### src/rtl/mips_chk_pkg.sv
// Shared types for the MIPS register-trace checker.
// Holds the observed/expected triple layout, mask bit positions and FSM states.
package mips_chk_pkg;

  typedef struct packed {
    logic [31:0] rs;
    logic [31:0] rt;
    logic [31:0] rd;
  } reg_triple_t;

  localparam int MASK_RS = 0;
  localparam int MASK_RT = 1;
  localparam int MASK_RD = 2;

  typedef enum logic {
    RUN  = 1'b0,
    HALT = 1'b1
  } chk_state_t;

endpackage

### src/rtl/chk_fifo.sv
// Synchronous FIFO of observed register triples.
// Push on a full FIFO is accepted only when a pop frees a slot the same cycle.
module chk_fifo
  import mips_chk_pkg::*;
#(
  parameter int DEPTH = 16,
  localparam int AW = $clog2(DEPTH),
  localparam int LW = $clog2(DEPTH) + 1
) (
  input  logic        clk,
  input  logic        rst_n,
  input  logic        flush,
  input  logic        push,
  input  logic        pop,
  input  reg_triple_t din,
  output reg_triple_t dout,
  output logic        full,
  output logic        empty,
  output logic [LW-1:0] level
);

  reg_triple_t mem [DEPTH];
  logic [AW-1:0] wr_ptr;
  logic [AW-1:0] rd_ptr;
  logic do_push;
  logic do_pop;

  assign full    = (level == LW'(DEPTH));
  assign empty   = (level == '0);
  assign do_pop  = pop && !empty;
  assign do_push = push && (!full || do_pop);
  assign dout    = mem[rd_ptr];

  always_ff @(posedge clk) begin
    if (do_push) mem[wr_ptr] <= din;
  end

  always_ff @(posedge clk) begin
    if (!rst_n || flush) begin
      wr_ptr <= '0;
      rd_ptr <= '0;
      level  <= '0;
    end else begin
      if (do_push) wr_ptr <= wr_ptr + AW'(1);
      if (do_pop)  rd_ptr <= rd_ptr + AW'(1);
      unique case ({do_push, do_pop})
        2'b10:   level <= level + LW'(1);
        2'b01:   level <= level - LW'(1);
        default: level <= level;
      endcase
    end
  end

endmodule

### config.mk
export PLATFORM = sky130hd
export DESIGN_NAME = chk_fifo
export DESIGN_NICKNAME = d
export VERILOG_FILES = /design/src/rtl/mips_chk_pkg.sv /design/src/rtl/chk_fifo.sv
export SDC_FILE = /design/constraint.sdc
export NUM_CORES = 1
export LEC_CHECK = 0
export CORE_ASPECT_RATIO = 2
export CORE_MARGIN = 10
export CORE_UTILIZATION = 25
export DETAILED_ROUTE_END_ITERATION = 10
export PLACE_DENSITY_LB_ADDON = 0.05
export SLEW_MARGIN = 20
export SYNTH_ARGS = -nofsm -noshare
export SYNTH_HDL_FRONTEND = slang
export SYNTH_SLANG_ARGS = --single-unit
### constraint.sdc
create_clock -name clk -period 13.7 [get_ports clk]
set_input_delay 3.425 -clock clk [delete_from_list [all_inputs] [get_ports clk]]
set_output_delay 3.425 -clock clk [all_outputs]
set_load 0.01 [all_outputs]
Yosys cells after proc, flatten, opt, wreduce, memory -nomap -nowiden
Memories as Yosys holds them, arrays and structs flattened. A register that Yosys moved wholly into a read port is not among the register bits. Cells that the tools add are included.

Add/subtract/negate cells: 4. Equality and inequality tests: 3. Multiplexer cells: 5. Reductions and logical operators: 9.

Operator list (count): case mux 5 bit (2 select lines) (1); adder 4 x 1 -> 4 bit, second input constant (2); two-way mux 4 bit (2); adder 5 x 1 -> 5 bit, second input constant (1); == test 5 bit, second input constant (1); logical NOT 5 bit (1); subtractor 5 x 1 -> 5 bit, second input constant (1); logical NOT 1 bit (3); == test 2 x 1 -> 1 bit, second input constant (1); == test 2 bit, second input constant (1); logical AND 1 bit (2); logical OR 1 bit (2); two-way mux 1 bit (2); nonzero test 2 bit (1).

Flip-flop bits (word level): 13. Memory bits (writable): 1536. Input bits: 101. Output and inout bits: 103. Logic and storage cells: 25. Memories kept: 1.

Memories: mem (words 16, width 96, read ports 1, clocked after memory_dff 1, wr ports 1, RTL line chk_fifo.sv:22) `reg_triple_t mem [DEPTH];`.

Longest topological paths before layout
Gate-level depths: netlist of run 1.

Depth in word-level cells: 7. Gate-level depth with buffers: 9.

Least setup slack after synthesis of run 1
No wires, ideal clock.

Kind: input port to flip-flop. Start: input port pop. End: memory mem[10][0] in the netlist's numbering, enable pin. Arrival: 11184 ps. Setup slack: 1827 ps. Cell stages on the path: 5. Cells stage by stage: buf_2 nand2b_1 o21ai_4 or2_2 nor3b_1.

Cells in the longest elaborated chain, start to end: 5.

RTL lines: from (decl) (RTL line chk_fifo.sv:14) `input logic pop,`; logical AND 1 bit (RTL line chk_fifo.sv:30) `assign do_pop = pop && !empty;`; logical OR 1 bit (RTL line chk_fifo.sv:31) `assign do_push = push && (!full || do_pop);`; logical AND 1 bit (RTL line chk_fifo.sv:31); two-way mux 1 bit (RTL line chk_fifo.sv:35) `if (do_push) mem[wr_ptr] <= din;`; two-way mux 1 bit (not written as such) (RTL line chk_fifo.sv:35); to (decl) (RTL line chk_fifo.sv:22).

No other way between the ends.

==> results by group, run 1 <==
STA
  • Final hold vios: 0
  • Post-layout minimum cycle time: 8.48 ns
  • Ratio of final minimum period to clock period: 0.619
  • Worst Max-Slew Pin Slew: 1.06 ns
  • RSZ-0062 raised after global routing: false
  • Fmax achieved: 118 MHz
  • Setup violations, final: 0
  • Worst clock skew: 0.0208 ns
  • Total negative slack: 0 ns
  • Min Hold Slack: 0.521 ns
  • Rel. slew slack: 0.295
  • Max Slew Vio Count: 0

Worst setup path
  • Crit path DAT: 5.06 ns
  • Buffers & Inverters on Critical Path: 3
  • WS Path Type: reg2out
  • Crit Path Max Fanout: 64
  • R2r worst-path depth: 5
  • Cell family with most CP delay: buffers and inverters
  • Worst Setup End Kind: output pin
  • Worst setup SP type: register
  • CP required: 10.27 ns
  • CP Depth: 6
  • Cell Chain, Critical Path: buf_4 -> buf_4 -> mux4_2 -> a22oi_1 -> nand2_1 -> clkdlybuf4s50_1
  • Top cell by count, worst path: buf_4
  • Slowest cell on the critical path: buf_4
  • Critical Path Max Stage Delay: 0.93 ns

Power
  • Power Density: 141 nW/um2
  • Tot Pwr: 0.00975 W
  • Leak: 20.5 nW
  • Max VDD drop: 0.0000852 V

Floorplanning
  • # rows: 251
  • Num ports: 204
  • Die area: 255000 um2
  • DIE WIDTH: 362 um
  • Core ar.: 233000 um2
  • Initial Utilization: 0.251
  • Chip Height: 704 um

Placed design
  • Post-DP HPWL: 85400 um
  • Port Buf Inserts: 203
  • Dpl cells: 5637
  • GPL Wtd Cong: 0.661
  • Placed inst area: 64200 um2

Layout
  • Fill count: 22500
  • Total Nets Final: 2875
  • Final instance area: 69100 um2
  • Layout cells sized above 1: 0.235
  • Layout Cells excl Fill: 5922
  • Register area: 46500 um2
  • Area growth syn-to-layout: 18.1%
  • Multi-input combinational cell area: 11300 um2

Clock network
  • Clk_lat worst skew: 0.80 ns
  • CTS tree: done
  • Post-CTS setup repair buffer count: 0
  • CTS Buf Count: 160
  • CTS sink cnt: 1553
  • H-tree depth: 4
  • CTS clk-pin slew, worst paths: 0.07 ns
  • Clk root buf: clkbuf_16
  • Resized cells post-CTS: 0
  • Hold-fix buffer count after cts: 0
  • CTS Buffer Depth: 4

Routing
  • Post-Route WL: 174000 um
  • Final antenna-violating net count: 0
  • Drt drc: 0
  • WL/cell: 29.3 um
  • Vias per Instance: 4.56
  • Pre-Repair DR Iteration Count: 4
  • DRT iter0 DRCs: 1849
  • Vias: 27000

Hold path
  • Hold Path Class: reg2reg
  • Hold path depth: 2

Logic synthesis
  • Async SR Flop Fraction: 0
  • Avg Cell Area, Syn: 23.6 um2
  • Post-Synth XOR/XNOR Area: 0.000749
  • Mux share of post-synthesis cell area: 0.148
  • Number of flops mapped to enable cells by yosys: 1536
  • Synth Area in Compound Gates: 0.0274
  • Simple-gate area share of the yosys netlist: 0.0131
  • Largest family of logic cells by synthesized area: multiplexers
  • Unique masters post-synth: 42
  • Synthesized area: 58500 um2
  • Synth warnings: 0
  • Register bit count reported by yosys: 1553
  • Adder-Cell Fraction of Synth Area: 0.00205
  • Syn nets: 2586
  • Synth Instances: 2476
  • Sequential share of the synthesized area: 0.795
  • Top FF cell, synth: edfxtp_1

Global routing
  • Initial antenna violation count: 31
  • Largest net degree at the start of global routing: 111
  • First-pass GRT wire length: 243000 um
  • Vias in the first global route: 30100
  • Tot GR Track Use: 0.134
  • Total grt overflow: 0

Job
  • Maxcap violations: 0

Run status
  • Status: finished clean
cell usage after synthesis (all sizes together) (4+ instances only):
cell type,instances,share of area
edfxtp,1536,0.79
nor2,16,0.0010
inv,7,0.00045
nand2,104,0.0067
nand2b,4,0.00043
nand4,6,0.00064
dfxtp,17,0.0058
buf,86,0.0099
o21ai,6,0.0012
nor2b,7,0.00075
ha,8,0.0017
and2,6,0.00068
clkbuf,52,0.0033
nand3,5,0.00051
nor3b,4,0.00051
nor3,9,0.00077
a22oi,192,0.025
mux4,384,0.15
sequential cells by signal (all words and copies together), names as in the netlist, named ones only:
register	flops
mem	1536
rd_ptr	4
level	5
wr_ptr	4
worst paths after layout:
| kind | slack, ns | start | endpoint |
|---|---|---|---|
| setup / recovery | 5.22 | register | dout[19] |
| hold / removal | 0.52 | rd_ptr[3]$_SDFFE_PP0N_ | rd_ptr[3]$_SDFFE_PP0N_ |
| setup reg to reg | 10.01 | level[0]$_SDFFE_PP0P_ | mem[2][24]$_DFFE_PP_ |
| hold reg to reg | 0.52 | rd_ptr[3]$_SDFFE_PP0N_ | rd_ptr[3]$_SDFFE_PP0N_ |
kinds of logic after synthesis:
| family | Yosys count |
|---|---|
| xor gates and xnor gates | 5 |
| buffers and inverters | 145 |
| and+or+nand+nor | 168 |
| muxes | 386 |
| DFF | 1553 |
| AOI/OAI and AO/OA | 210 |
| adders and majority gates | 9 |
placed cells by master, fill, tap and decap left out, types with 7 or more instances in the layout:
master,count
clkbuf_1,40
mux4_2,384
ha_1,8
a22oi_1,192
diode_2,7
clkdlybuf4s50_1,203
dfxtp_1,15
nor3_2,8
buf_4,51
bufinv_16,9
buf_12,9
clkbuf_16,163
clkinv_2,21
nand2_1,104
edfxtp_1,1536
inv_1,7
nor2_1,15
clkinv_1,35
cell type report:
class                      count  area share
multi-input combinational    778       0.164
sequential                  1553       0.673
clock inverter                73     0.00826
clock buffer                 203      0.0612
timing repair buffer         265      0.0384
antenna                        7    0.000254
tap                         3036      0.0550
inverter                       7    0.000380
tightest hold or removal path: cells and delay by family (launching register included):
kind             cells  cell delay [ns]
flip-flops           1             0.31
AO/OA/AOI/OAI        1             0.08
AND/OR/NAND/NOR      1             0.07
routing by layer:
layer  share of wire  global-route usage
met2            0.52               0.237
met5         0.00089                   0
met4           0.023              0.0348
met3           0.045              0.0262
met1            0.41               0.167
where the power goes:
group          internal, W  switching [W]  total (W)
logic             0.000135       0.000186   0.000321
registers          0.00525     0.00000927    0.00526
clock network      0.00235        0.00182    0.00416
metrics by stage:
step,util,setup WS [ns]
after floorplan,-,1.83
after CTS,0.296,4.92
after detailed placement,0.275,5.84
final,0.296,5.22
after global routing,0.296,4.85
after global placement,0.275,5.86
No activity file was read; power rests on OpenSTA's default activity.
==> inputs of run 2 (changes only) <==
==> constraint.sdc (replaced) <==
create_clock -name clk -period 8.2 [get_ports clk]
set_input_delay 2.05 -clock clk [delete_from_list [all_inputs] [get_ports clk]]
set_output_delay 2.05 -clock clk [all_outputs]
set_load 0.01 [all_outputs]
==> run 2 against run 1 <==
Net effect:
- sequential power grew 67%
- final cell count is the same
- first-iteration DRC count grew 6.7%
- sequential share of layout area shrank 0.53 points
- largest power group unchanged
==> results by group, run 2 (same netlist as run 1, synthesis figures left out) <==
Run status
  • Status: finished clean

Clock network
  • CTS Buffer Depth: 4
  • Clk_lat worst skew: 0.81 ns
  • CTS tree: done
  • Clk root buf: clkbuf_16
  • H-tree depth: 4
  • CTS sink cnt: 1553
  • Resized cells post-CTS: 0
  • CTS Buf Count: 165
  • Hold-fix buffer count after cts: 0
  • CTS clk-pin slew, worst paths: 0.06 ns
  • Post-CTS setup repair buffer count: 0

Routing
  • Drt drc: 0
  • Vias per Instance: 4.55
  • Pre-Repair DR Iteration Count: 5
  • WL/cell: 29.2 um
  • Final antenna-violating net count: 0
  • DRT iter0 DRCs: 1972
  • Vias: 27000
  • Post-Route WL: 173000 um

Global routing
  • Initial antenna violation count: 34
  • Vias in the first global route: 30000
  • First-pass GRT wire length: 242000 um
  • Largest net degree at the start of global routing: 133
  • Tot GR Track Use: 0.134
  • Total grt overflow: 0

Worst setup path
  • Crit path DAT: 4.19 ns
  • WS Path Type: reg2out
  • Reg2reg setup slack: 4.57 ns
  • Crit Path Max Fanout: 98
  • Worst setup SP type: register
  • CP required: 6.15 ns
  • Worst Setup End Kind: output pin

Layout
  • Layout cells sized above 1: 0.238
  • Area growth syn-to-layout: 19.1%
  • Largest Register: mem
  • Final instance area: 69600 um2
  • Max reg flops: 1536
  • Biggest regs: mem: 1536 flops, level: 5 flops
  • Total Nets Final: 2875
  • Most frequent cells in the layout: edfxtp_1 (1536), mux4_2 (384), clkdlybuf4s50_1 (203)
  • Commonest non-fill, non-tap cell in the layout: edfxtp_1

STA
  • Ratio of final minimum period to clock period: 0.761
  • Post-layout minimum cycle time: 6.24 ns
  • Rel. slew slack: 0.320
  • Fmax achieved: 160 MHz
  • Total negative slack: 0 ns
  • RSZ-0062 raised after global routing: false
  • Setup violations, final: 0
  • Worst Max-Slew Pin Slew: 1.02 ns
  • Max Slew Vio Count: 0
  • Final hold vios: 0
  • Worst setup margin: 1.96 ns
  • Worst clock skew: 0.0249 ns

Floorplanning
  • Core ar.: 233000 um2
  • Num ports: 204
  • Die area: 255000 um2
  • Initial Utilization: 0.251
  • DIE WIDTH: 362 um
  • # rows: 251
  • Chip Height: 704 um

Power
  • Max VDD drop: 0.000151 V
  • Power Density: 239 nW/um2
  • Leak: 20.8 nW

Placed design
  • Placed inst area: 64400 um2
  • Post-Place Setup Slack: 2.48 ns
  • Post-DP HPWL: 81300 um
  • GPL Wtd Cong: 0.674
  • Port Buf Inserts: 203

Hold path
  • Hold Path Class: reg2reg

Job
  • Maxcap violations: 0
## run 2: cell count changes in the layout (fill, tap and decap cells not counted), sizes merged
cell      before  now
inv            9   10
buf           62   57
bufinv         9   15
clkinvlp       5    4
clkbuf       203  208
clkinv        57   53
diode          7    5
## run 2: final cells by class
| cell class | count | area (um2) |
|---|---|---|
| clock inverter | 75 | 744 |
| timing repair buffer | 260 | 2830 |
| sequential | 1553 | 46500 |
| clock buffer | 208 | 4380 |
| multi-input combinational | 778 | 11300 |
| tap | 3036 | 3800 |
| fill | 22500 | 164000 |
| inverter | 7 | 26.3 |
| antenna | 5 | 12.5 |
## run 2: critical path: stages, from the launching register on
cell,delay [ns]
dfxtp_4,0.90
buf_12,0.33
buf_16,0.33
mux4_2,0.41
a22oi_1,0.27
nand2_1,0.21
clkdlybuf4s50_1,0.54
## run 2: per-stage QoR
step           cells  total power, W  hold slack, ns   util
3_5_place_dp    5633         0.00952           0.514  0.276
4_1_cts         5916          0.0170           0.525  0.298
6_report        5922          0.0166           0.521  0.298
2_1_floorplan   2476         0.00919           0.466      -
5_1_grt         5919          0.0172           0.558  0.298
3_3_place_gp    5633         0.00951           0.495  0.276
## run 2: report_power, final
| group | switching [W] | internal [W] |
|---|---|---|
| combinational | 0.000307 | 0.000229 |
| clock | 0.00307 | 0.00423 |
| sequential | 0.0000157 | 0.00878 |
## run 2: path summary, 6_finish.rpt
check,end,cells after the start,from
setup reg to reg,mem[2][79]$_DFFE_PP_,5,level[0]$_SDFFE_PP0P_
hold / removal,wr_ptr[1]$_SDFFE_PP0P_,2,wr_ptr[1]$_SDFFE_PP0P_
hold reg to reg,wr_ptr[1]$_SDFFE_PP0P_,2,wr_ptr[1]$_SDFFE_PP0P_
setup / recovery,dout[89],6,register
## run 2: metal layers
metal | global-route usage | vias up | wire length (um)
met4 | 0.0347 | 34 | 3870
met3 | 0.0281 | 256 | 8530
met1 | 0.169 | 14900 | 72200
met5 | 0 | - | 209
met2 | 0.233 | 586 | 88100
li1 | - | 11200 | -
==> inputs of run 3 (changes only) <==
==> constraint.sdc (replaced) <==
create_clock -name clk -period 6.45 [get_ports clk]
set_input_delay 1.6125 -clock clk [delete_from_list [all_inputs] [get_ports clk]]
set_output_delay 1.6125 -clock clk [all_outputs]
set_load 0.01 [all_outputs]
==> run 3 against run 2 <==
Net effect:
- final cell count up 0.24%
- count of clock-buffer cells in the layout is 3 lower
- sequential power is 27% higher
- first-iteration DRC count is 8.9% higher
- largest cell class unchanged
- register-to-register slack got worse by 1.3 ns
- clock skew grew 0.0066 ns
- non-clock buffer count increased by 17
==> results by group, run 3 (same netlist as run 1, synthesis figures left out) <==
Global routing
  • Vias in the first global route: 30100
  • Largest net degree at the start of global routing: 97
  • Initial antenna violation count: 33
  • Tot GR Track Use: 0.133
  • Total grt overflow: 0
  • First-pass GRT wire length: 240000 um

Power
  • Power Density: 302 nW/um2
  • Max VDD drop: 0.000176 V
  • Leak: 20.8 nW

Run status
  • Status: finished clean

STA
  • Worst setup margin: 1.06 ns
  • Max Slew Vio Count: 0
  • RSZ-0062 raised after global routing: false
  • Total negative slack: 0 ns
  • Fmax achieved: 185 MHz
  • Worst clock skew: 0.0315 ns
  • Setup violations, final: 0
  • Worst Max-Slew Pin Slew: 1.10 ns
  • Post-layout minimum cycle time: 5.39 ns
  • Ratio of final minimum period to clock period: 0.836
  • Rel. slew slack: 0.268
  • Final hold vios: 0

Routing
  • Post-Route WL: 171000 um
  • Final antenna-violating net count: 0
  • Vias: 27000
  • Pre-Repair DR Iteration Count: 5
  • DRT iter0 DRCs: 2147
  • Vias per Instance: 4.55
  • WL/cell: 28.9 um
  • Drt drc: 0

Worst setup path
  • Reg2reg setup slack: 3.28 ns
  • Slowest cell on the critical path: dfxtp_4
  • Buffers & Inverters on Critical Path: 3
  • WS Path Type: reg2out
  • CP required: 4.84 ns
  • Critical Path Max Stage Delay: 0.70 ns
  • Worst Setup End Kind: output pin
  • Cell Chain, Critical Path: buf_12 -> buf_4 -> mux4_2 -> a22oi_1 -> nand2_1 -> clkdlybuf4s50_1
  • Crit Path Max Fanout: 40
  • Worst setup SP type: register
  • Crit path DAT: 3.78 ns
  • Cell family with most CP delay: buffers and inverters

Layout
  • Commonest non-fill, non-tap cell in the layout: edfxtp_1
  • Max reg flops: 1536
  • Largest Register: mem
  • Final core area utilization: 0.299
  • Biggest regs: mem: 1536 flops, level: 5 flops
  • Area growth syn-to-layout: 19.4%
  • Most frequent cells in the layout: edfxtp_1 (1536), mux4_2 (384), clkdlybuf4s50_1 (203)
  • Total Nets Final: 2890
  • Layout cells sized above 1: 0.242
  • Final instance area: 69800 um2

Floorplanning
  • # rows: 251
  • Num ports: 204
  • Chip Height: 704 um
  • Initial Utilization: 0.251
  • Core ar.: 233000 um2
  • Die area: 255000 um2
  • DIE WIDTH: 362 um

Placed design
  • Post-DP HPWL: 84300 um
  • Post-Place Setup Slack: 1.58 ns
  • GPL Wtd Cong: 0.669
  • Port Buf Inserts: 203
  • Placed inst area: 64700 um2

Clock network
  • Hold-fix buffer count after cts: 0
  • Post-CTS setup repair buffer count: 0
  • Clk_lat worst skew: 0.80 ns
  • H-tree depth: 4
  • Clk root buf: clkbuf_16
  • CTS tree: done
  • CTS Buffer Depth: 4
  • Resized cells post-CTS: 0
  • CTS clk-pin slew, worst paths: 0.06 ns
  • CTS sink cnt: 1553
  • CTS Buf Count: 163

Job
  • Maxcap violations: 0

Hold path
  • Hold Path Class: reg2reg
==> run 3: changes by cell type in the layout (fill, tap and decap cells not counted), moves of 3 or more <==
cell | previous run | this run
buf_12 | 28 | 39
buf_4 | 28 | 35
clkbuf_1 | 39 | 36
nor3b_2 | 4 | 0
nor3b_4 | 0 | 4
==> run 3: through the flow <==
| stage | total power [W] | hold slack, ns | cells |
|---|---|---|---|
| 2_1_floorplan | 0.0117 | 0.466 | 2476 |
| 3_3_place_gp | 0.0121 | 0.506 | 5651 |
| 3_5_place_dp | 0.0121 | 0.506 | 5651 |
| 4_1_cts | 0.0215 | 0.524 | 5930 |
| 5_1_grt | 0.0218 | 0.552 | 5931 |
| 6_report | 0.0211 | 0.521 | 5936 |
==> run 3: cell type report <==
type | count | area [um2]
fill | 22400 | 164000
sequential | 1553 | 46500
multi-input combinational | 778 | 11400
clock buffer | 205 | 4360
tap | 3036 | 3800
timing repair buffer | 277 | 3080
clock inverter | 74 | 678
inverter | 7 | 26.3
antenna | 6 | 15.0
==> run 3: worst paths after layout <==
path                            cells after the start                endpoint                    from
worst max-delay path                                6                dout[95]                register
worst min-delay path                                2  rd_ptr[3]$_SDFFE_PP0N_  rd_ptr[3]$_SDFFE_PP0N_
worst max register to register                      5    mem[3][56]$_DFFE_PP_   level[1]$_SDFFE_PP0P_
worst min register to register                      2  rd_ptr[3]$_SDFFE_PP0N_  rd_ptr[3]$_SDFFE_PP0N_
==> run 3: per-layer routing <==
| layer | GRT usage | part of all wire | vias to the layer above | wire [um] |
|---|---|---|---|---|
| met4 | 0.0344 | 0.022 | 26 | 3850 |
| met5 | 0 | 0.0011 | - | 180 |
| met3 | 0.0266 | 0.044 | 255 | 7600 |
| met1 | 0.167 | 0.42 | 15000 | 72300 |
| met2 | 0.231 | 0.51 | 542 | 87400 |
| li1 | - | - | 11200 | - |
==> run 3: worst reg2reg max path, cell delays in order (launching register included) <==
cell and delay (ns):
dfxtp_1 0.48, or4_1 0.45, o21ai_4 0.29, nor3_1 0.43, and2_4 0.73, buf_4 0.44
==> run 3: power by group <==
part | internal, W | leakage (nW) | total, W | switching, W
combinational | 0.000296 | 4.36 | 0.000693 | 0.000397
clock | 0.00529 | 2.45 | 0.00918 | 0.00390
sequential | 0.0112 | 14.0 | 0.0112 | 0.0000194
total | 0.0167 | 20.8 | 0.0211 | 0.00431
